===== config.mk =====
export PLATFORM = sky130hd
export DESIGN_NAME = aes_core_arbiter
export DESIGN_NICKNAME = d
export VERILOG_FILES = /design/src/rtl/aes_core_arbiter.sv
export SDC_FILE = /design/constraint.sdc
export NUM_CORES = 1
export LEC_CHECK = 0
export CELL_PAD_IN_SITES_DETAIL_PLACEMENT = 0
export CELL_PAD_IN_SITES_GLOBAL_PLACEMENT = 1
export CORE_AREA = 2 2 405 407
export DETAILED_ROUTE_END_ITERATION = 6
export DIE_AREA = 0 0 407 409
export PLACE_DENSITY_LB_ADDON = 0.1
export REMOVE_ABC_BUFFERS = 1
export SYNTH_ARGS = -nofsm -noshare
export SYNTH_HDL_FRONTEND = slang
export SYNTH_SLANG_ARGS = --single-unit

===== constraint.sdc =====
create_clock -name pClk -period 2.7 [get_ports pClk]
set_input_delay 0.54 -clock pClk [delete_from_list [all_inputs] [get_ports pClk]]
set_output_delay 0.54 -clock pClk [all_outputs]
set_load 0.02 [all_outputs]

===== src/rtl/aes_core_arbiter.sv =====
// Arbiter sharing one AES-128 core between TX and RX CCMP requesters.
// Ports: pClk/nSRst; tx*/rx* requester side; aes* core side; acks, dones, resultData, busy, timeoutErr_p.
module aes_core_arbiter #(
  parameter int TIMEOUT_CYCLES = 32,
  parameter int CNT_W          = 6
) (
  input  logic         pClk,
  input  logic         nSRst,
  input  logic         txReq,
  input  logic [127:0] txKey,
  input  logic [127:0] txData,
  input  logic         txLoadFlag,
  input  logic         tcTxErrorP,
  input  logic         rxReq,
  input  logic [127:0] rxKey,
  input  logic [127:0] rxData,
  input  logic         rxLoadFlag,
  input  logic         rxError_p,
  input  logic         aesOutValid_p,
  input  logic [127:0] aesOutData,
  output logic         aesInValid,
  output logic [127:0] aesKey,
  output logic [127:0] aesInData,
  output logic         loadFlag,
  output logic         aesRxError_p,
  output logic         aesTxError_p,
  output logic         txAck_p,
  output logic         rxAck_p,
  output logic         txDone_p,
  output logic         rxDone_p,
  output logic [127:0] resultData,
  output logic         busy,
  output logic         timeoutErr_p
);

  typedef enum logic [1:0] {
    S_IDLE,
    S_ISSUE,
    S_WAIT,
    S_DONE
  } state_t;

  localparam logic [CNT_W-1:0] WD_LAST =
    CNT_W'(TIMEOUT_CYCLES - 1);
  localparam logic [CNT_W-1:0] WD_ONE = CNT_W'(1);

  state_t       state_q, state_d;
  logic         owner_q, owner_d;
  logic         last_grant_q, last_grant_d;
  logic [127:0] key_q, key_d;
  logic [127:0] data_q, data_d;
  logic         load_q, load_d;
  logic [127:0] result_q, result_d;
  logic [CNT_W-1:0] wd_q, wd_d;
  logic         tx_err_q, tx_err_d;
  logic         rx_err_q, rx_err_d;
  logic         tmo_q, tmo_d;
  logic         grant_rx;
  logic         own_err;

  // owner: 0 = TX, 1 = RX
  assign own_err = owner_q ? rxError_p : tcTxErrorP;

  always_comb begin
    state_d      = state_q;
    owner_d      = owner_q;
    last_grant_d = last_grant_q;
    key_d        = key_q;
    data_d       = data_q;
    load_d       = load_q;
    result_d     = result_q;
    wd_d         = wd_q;
    tx_err_d     = 1'b0;
    rx_err_d     = 1'b0;
    tmo_d        = 1'b0;
    // RX wins only when alone, or on a tie after a TX grant
    grant_rx     = rxReq & (~txReq | ~last_grant_q);

    unique case (state_q)
      S_IDLE: begin
        // idle errors still reach the core so it can clean up
        tx_err_d = tcTxErrorP;
        rx_err_d = rxError_p;
        if (txReq | rxReq) begin
          owner_d      = grant_rx;
          last_grant_d = grant_rx;
          key_d        = grant_rx ? rxKey : txKey;
          data_d       = grant_rx ? rxData : txData;
          load_d       = grant_rx ? rxLoadFlag : txLoadFlag;
          state_d      = S_ISSUE;
        end
      end
      S_ISSUE: begin
        wd_d = '0;
        if (own_err) begin
          tx_err_d = ~owner_q;
          rx_err_d = owner_q;
          state_d  = S_IDLE;
        end else begin
          state_d = S_WAIT;
        end
      end
      S_WAIT: begin
        wd_d = wd_q + WD_ONE;
        // an owner error discards a result arriving in the same cycle
        if (own_err) begin
          tx_err_d = ~owner_q;
          rx_err_d = owner_q;
          state_d  = S_IDLE;
        end else if (aesOutValid_p) begin
          result_d = aesOutData;
          state_d  = S_DONE;
        end else if (wd_q == WD_LAST) begin
          tx_err_d = 1'b1;
          rx_err_d = 1'b1;
          tmo_d    = 1'b1;
          state_d  = S_IDLE;
        end
      end
      S_DONE: begin
        state_d = S_IDLE;
      end
      default: begin
        state_d = S_IDLE;
      end
    endcase
  end

  always_ff @(posedge pClk) begin
    if (!nSRst) begin
      state_q      <= S_IDLE;
      owner_q      <= 1'b0;
      last_grant_q <= 1'b1;
      key_q        <= '0;
      data_q       <= '0;
      load_q       <= 1'b0;
      result_q     <= '0;
      wd_q         <= '0;
      tx_err_q     <= 1'b0;
      rx_err_q     <= 1'b0;
      tmo_q        <= 1'b0;
    end else begin
      state_q      <= state_d;
      owner_q      <= owner_d;
      last_grant_q <= last_grant_d;
      key_q        <= key_d;
      data_q       <= data_d;
      load_q       <= load_d;
      result_q     <= result_d;
      wd_q         <= wd_d;
      tx_err_q     <= tx_err_d;
      rx_err_q     <= rx_err_d;
      tmo_q        <= tmo_d;
    end
  end

  assign aesInValid   = (state_q == S_ISSUE);
  assign txAck_p      = (state_q == S_ISSUE) & ~owner_q;
  assign rxAck_p      = (state_q == S_ISSUE) & owner_q;
  assign txDone_p     = (state_q == S_DONE) & ~owner_q;
  assign rxDone_p     = (state_q == S_DONE) & owner_q;
  assign busy         = (state_q != S_IDLE);
  assign aesKey       = key_q;
  assign aesInData    = data_q;
  assign loadFlag     = load_q;
  assign resultData   = result_q;
  assign aesTxError_p = tx_err_q;
  assign aesRxError_p = rx_err_q;
  assign timeoutErr_p = tmo_q;

endmodule

==> run summary <==
Slew headroom: 0.517
Initial DRC count: 621
CTS tree: built
Synth cell types: 39
Max Cap Viol: 0
Class of the tightest hold or removal check: in2reg
Gr ovfl total: 0
CTS Buf Count: 59
Global placer's final weighted congestion: 0.819
Post-synthesis cell count: 1,796
H-tree depth: 2
Die area: 0.166 sq mm
Area share of the largest cell type after synthesis: 0.483
IO Pins: 1,043
Req. time, crit path: 2.16 ns
Post-layout min period: 2.47 ns
Pwr/cell area: 606 mW/mm^2
CTS Buffer Depth: 3
First-pass GRT wire length: 143,000 microns
Post-CTS setup buffers: 0
RSZ-0062 raised after global routing: false
Synth async-reset ratio: 0
Clk sinks: 398
Crit-path max FO: 6
Warnings, synthesis: 0
Setup TNS: 0 ns
Yosys reg bits: 398
Run status: completed
Crit start category: register
Multi-input gate area: 0.00768 sq mm
Final cell count without fillers: 5,035
Peak VDD IR: 0.494 mV
Placed Cells: 4,911
Drt drc: 0
Drt via density: 3.41
Setup crit end kind: output pin
CP max stage cell: dlygate4sd2_1
Ys flop type: dfxtp_1
Clock Latency Late Sink: 0.65 ns
Hold Vio Cnt, Final: 0
Core Area: 0.162 sq mm
Sequential-to-total area share from yosys stat: 0.483
DRT Wirelength: 106,000 microns
Register area: 0.00797 sq mm
Fillers: 17,800
Chip width: 407 microns
Synthesized area per cell: 9.18 sq um
IO Port Bufs: 1,042
CTS Root Cell: clkbuf_16
CP arrival: 1.93 ns
Fin crit share: 0.913
Ratio of cells with drive above 1 in the final layout: 0.0858
Crit Path Class: reg2out
Initial antenna violation count: 38
Synth area leaders: dfxtp_1, mux2i_1, o21ai_0
CP peak stage delay: 0.39 ns
Setup ws final: 0.234 ns
Drt pass-1 iters: 5
Worst slack at placement: -0.212 ns
Nets: 3,452
Area Overhead vs Synth: 92.2%
Worst-case clock skew: 0.0143 ns
Hold Slack: 0.269 ns
GRT Total Usage: 0.122
F_max: 0.405 GHz
Die Ht: 409 microns
Via count: 17,200
Post-DRT Antenna Nets: 0
P_leak: 11.2 nW
Top cell type by total area after synthesis: dfxtp_1
Final HPWL DP: 84,900 microns
Initial Utilization: 0.102
Power Total: 19.2 mW
Slew Limit Fails: 0
Count of final setup violators: 0
Hold_buf cts: 0
WL/cell: 21.1 microns
Vias in the first global route: 18,000
Synthesized area: 0.0165 sq mm
Largest net degree at the start of global routing: 73
Number of flops mapped to enable cells by yosys: 0
Cell Rows: 148
Clock transition at the registers of the reported paths: 0.06 ns
Largest delay share family, worst path: buffers and inverters
Bufs and invs on worst path: 2
CP cell instances: inv_1 > ha_2 > and2_1 > dlygate4sd2_1
Worst-margin pin slew: 0.704 ns
==> per-stage QoR <==
step                      utilization  cell area (sq um)
after floorplan                     -              15600
after global placement          0.183              29700
after detailed placement        0.183              29700
after CTS                       0.195              31700
after global routing            0.196              31700
final                           0.196              31700
==> repair_timing <==
item | CTS | global route
cloned | 0 | 0
resized for setup | 7 | 3
setup endpoints to repair | 6 | 2
pin swaps | 0 | 0
==> routing by layer <==
metal,track usage,vias to the layer above,part of all wire
met5,0,-,0.0021
met4,0.0446,36,0.031
met3,0.0531,169,0.10
met2,0.222,642,0.51
met1,0.120,7856,0.35
li1,-,8459,-
==> placed cells by master, fill, tap and decap left out, drive strengths merged, types with 2 or more instances in the layout <==
| cell type | instances |
|---|---|
| nand2 | 134 |
| nor2b | 6 |
| clkinvlp | 2 |
| dlygate4sd2 | 4 |
| dfxtp | 398 |
| clkdlybuf4s50 | 1035 |
| clkinv | 12 |
| xor2 | 3 |
| bufinv | 4 |
| nand3 | 132 |
| mux2i | 259 |
| a21oi | 260 |
| nand4 | 2 |
| or3 | 2 |
| o21ai | 392 |
| ha | 6 |
| clkbuf | 91 |
| buf | 74 |
| diode | 15 |
| inv | 5 |
| nor2 | 7 |
| and2 | 3 |
==> area by class of cell <==
type                    count  share of cell area
clock buffers              90              0.0553
well taps                2175              0.0859
multi-input cells        1219               0.242
diodes                     15             0.00118
clock inverters            19             0.00758
inverters                   4            0.000474
repair buffers           1115               0.356
flip-flops and latches    398               0.251
==> synthesized netlist by cell type (2+ instances only) <==
| library cell | count |
|---|---|
| ha_1 | 6 |
| o21ai_1 | 11 |
| buf_8 | 4 |
| mux2i_1 | 258 |
| o21ai_0 | 351 |
| nor2b_1 | 6 |
| buf_1 | 12 |
| o21ai_2 | 30 |
| nand4_1 | 2 |
| nand3_1 | 91 |
| a21oi_1 | 260 |
| inv_1 | 4 |
| buf_2 | 26 |
| buf_6 | 4 |
| buf_4 | 22 |
| dfxtp_1 | 398 |
| nand3_2 | 41 |
| xor2_1 | 3 |
| and2_1 | 3 |
| clkbuf_1 | 103 |
| nand2_1 | 134 |
| clkbuf_2 | 3 |
| nor2_1 | 7 |
| or3_1 | 2 |
==> registers in the layout, summed over array words and instances, names as in the netlist, 2 cells and up <==
name / flops
aesInData: 128
aesKey: 128
resultData: 128
state_q: 2
wd_q: 6
==> worst paths after layout <==
check,from,endpoint,slack (ns),cells past startpoint
worst max-delay path,state_q[1]$_SDFFE_PN0P_,rxAck_p,0.23,4
worst min-delay path,nSRst,resultData[88]$_SDFFE_PN0P_,0.27,3
worst max register to register,state_q[1]$_SDFFE_PN0P_,aesKey[11]$_SDFFE_PN0P_,0.69,7
worst min register to register,resultData[121]$_SDFFE_PN0P_,resultData[121]$_SDFFE_PN0P_,0.45,2
==> cells by family (layout without fill, tap and decap cells) <==
group           count (synthesis)  after routing  share of synthesized area
xor+xnor                        4              4                    0.00212
flops                         398            398                      0.483
fa+ha+maj                       6              6                    0.00455
buf+inv                       179           1228                     0.0527
mux                           259            259                      0.158
other cells                     0             15                          0
compound gates                660            660                      0.208
simple gates                  290            290                     0.0911
==> report_power, final <==
| group | leakage, nW | switching (mW) | total, mW | internal, mW |
|---|---|---|---|---|
| combinational | 6.99 | 2.24 | 4.47 | 2.23 |
| sequential | 3.28 | 0.263 | 6.63 | 6.37 |
| clock | 0.980 | 3.28 | 8.12 | 4.84 |
| total | 11.2 | 5.78 | 19.2 | 13.4 |
==> worst min-delay path: cells and delay by family <==
family          cells  cell delay, ns
compound gates      1            0.05
buf+inv             1            0.18
simple gates        1            0.11
Note: power is estimated with default switching activity, not from simulation.
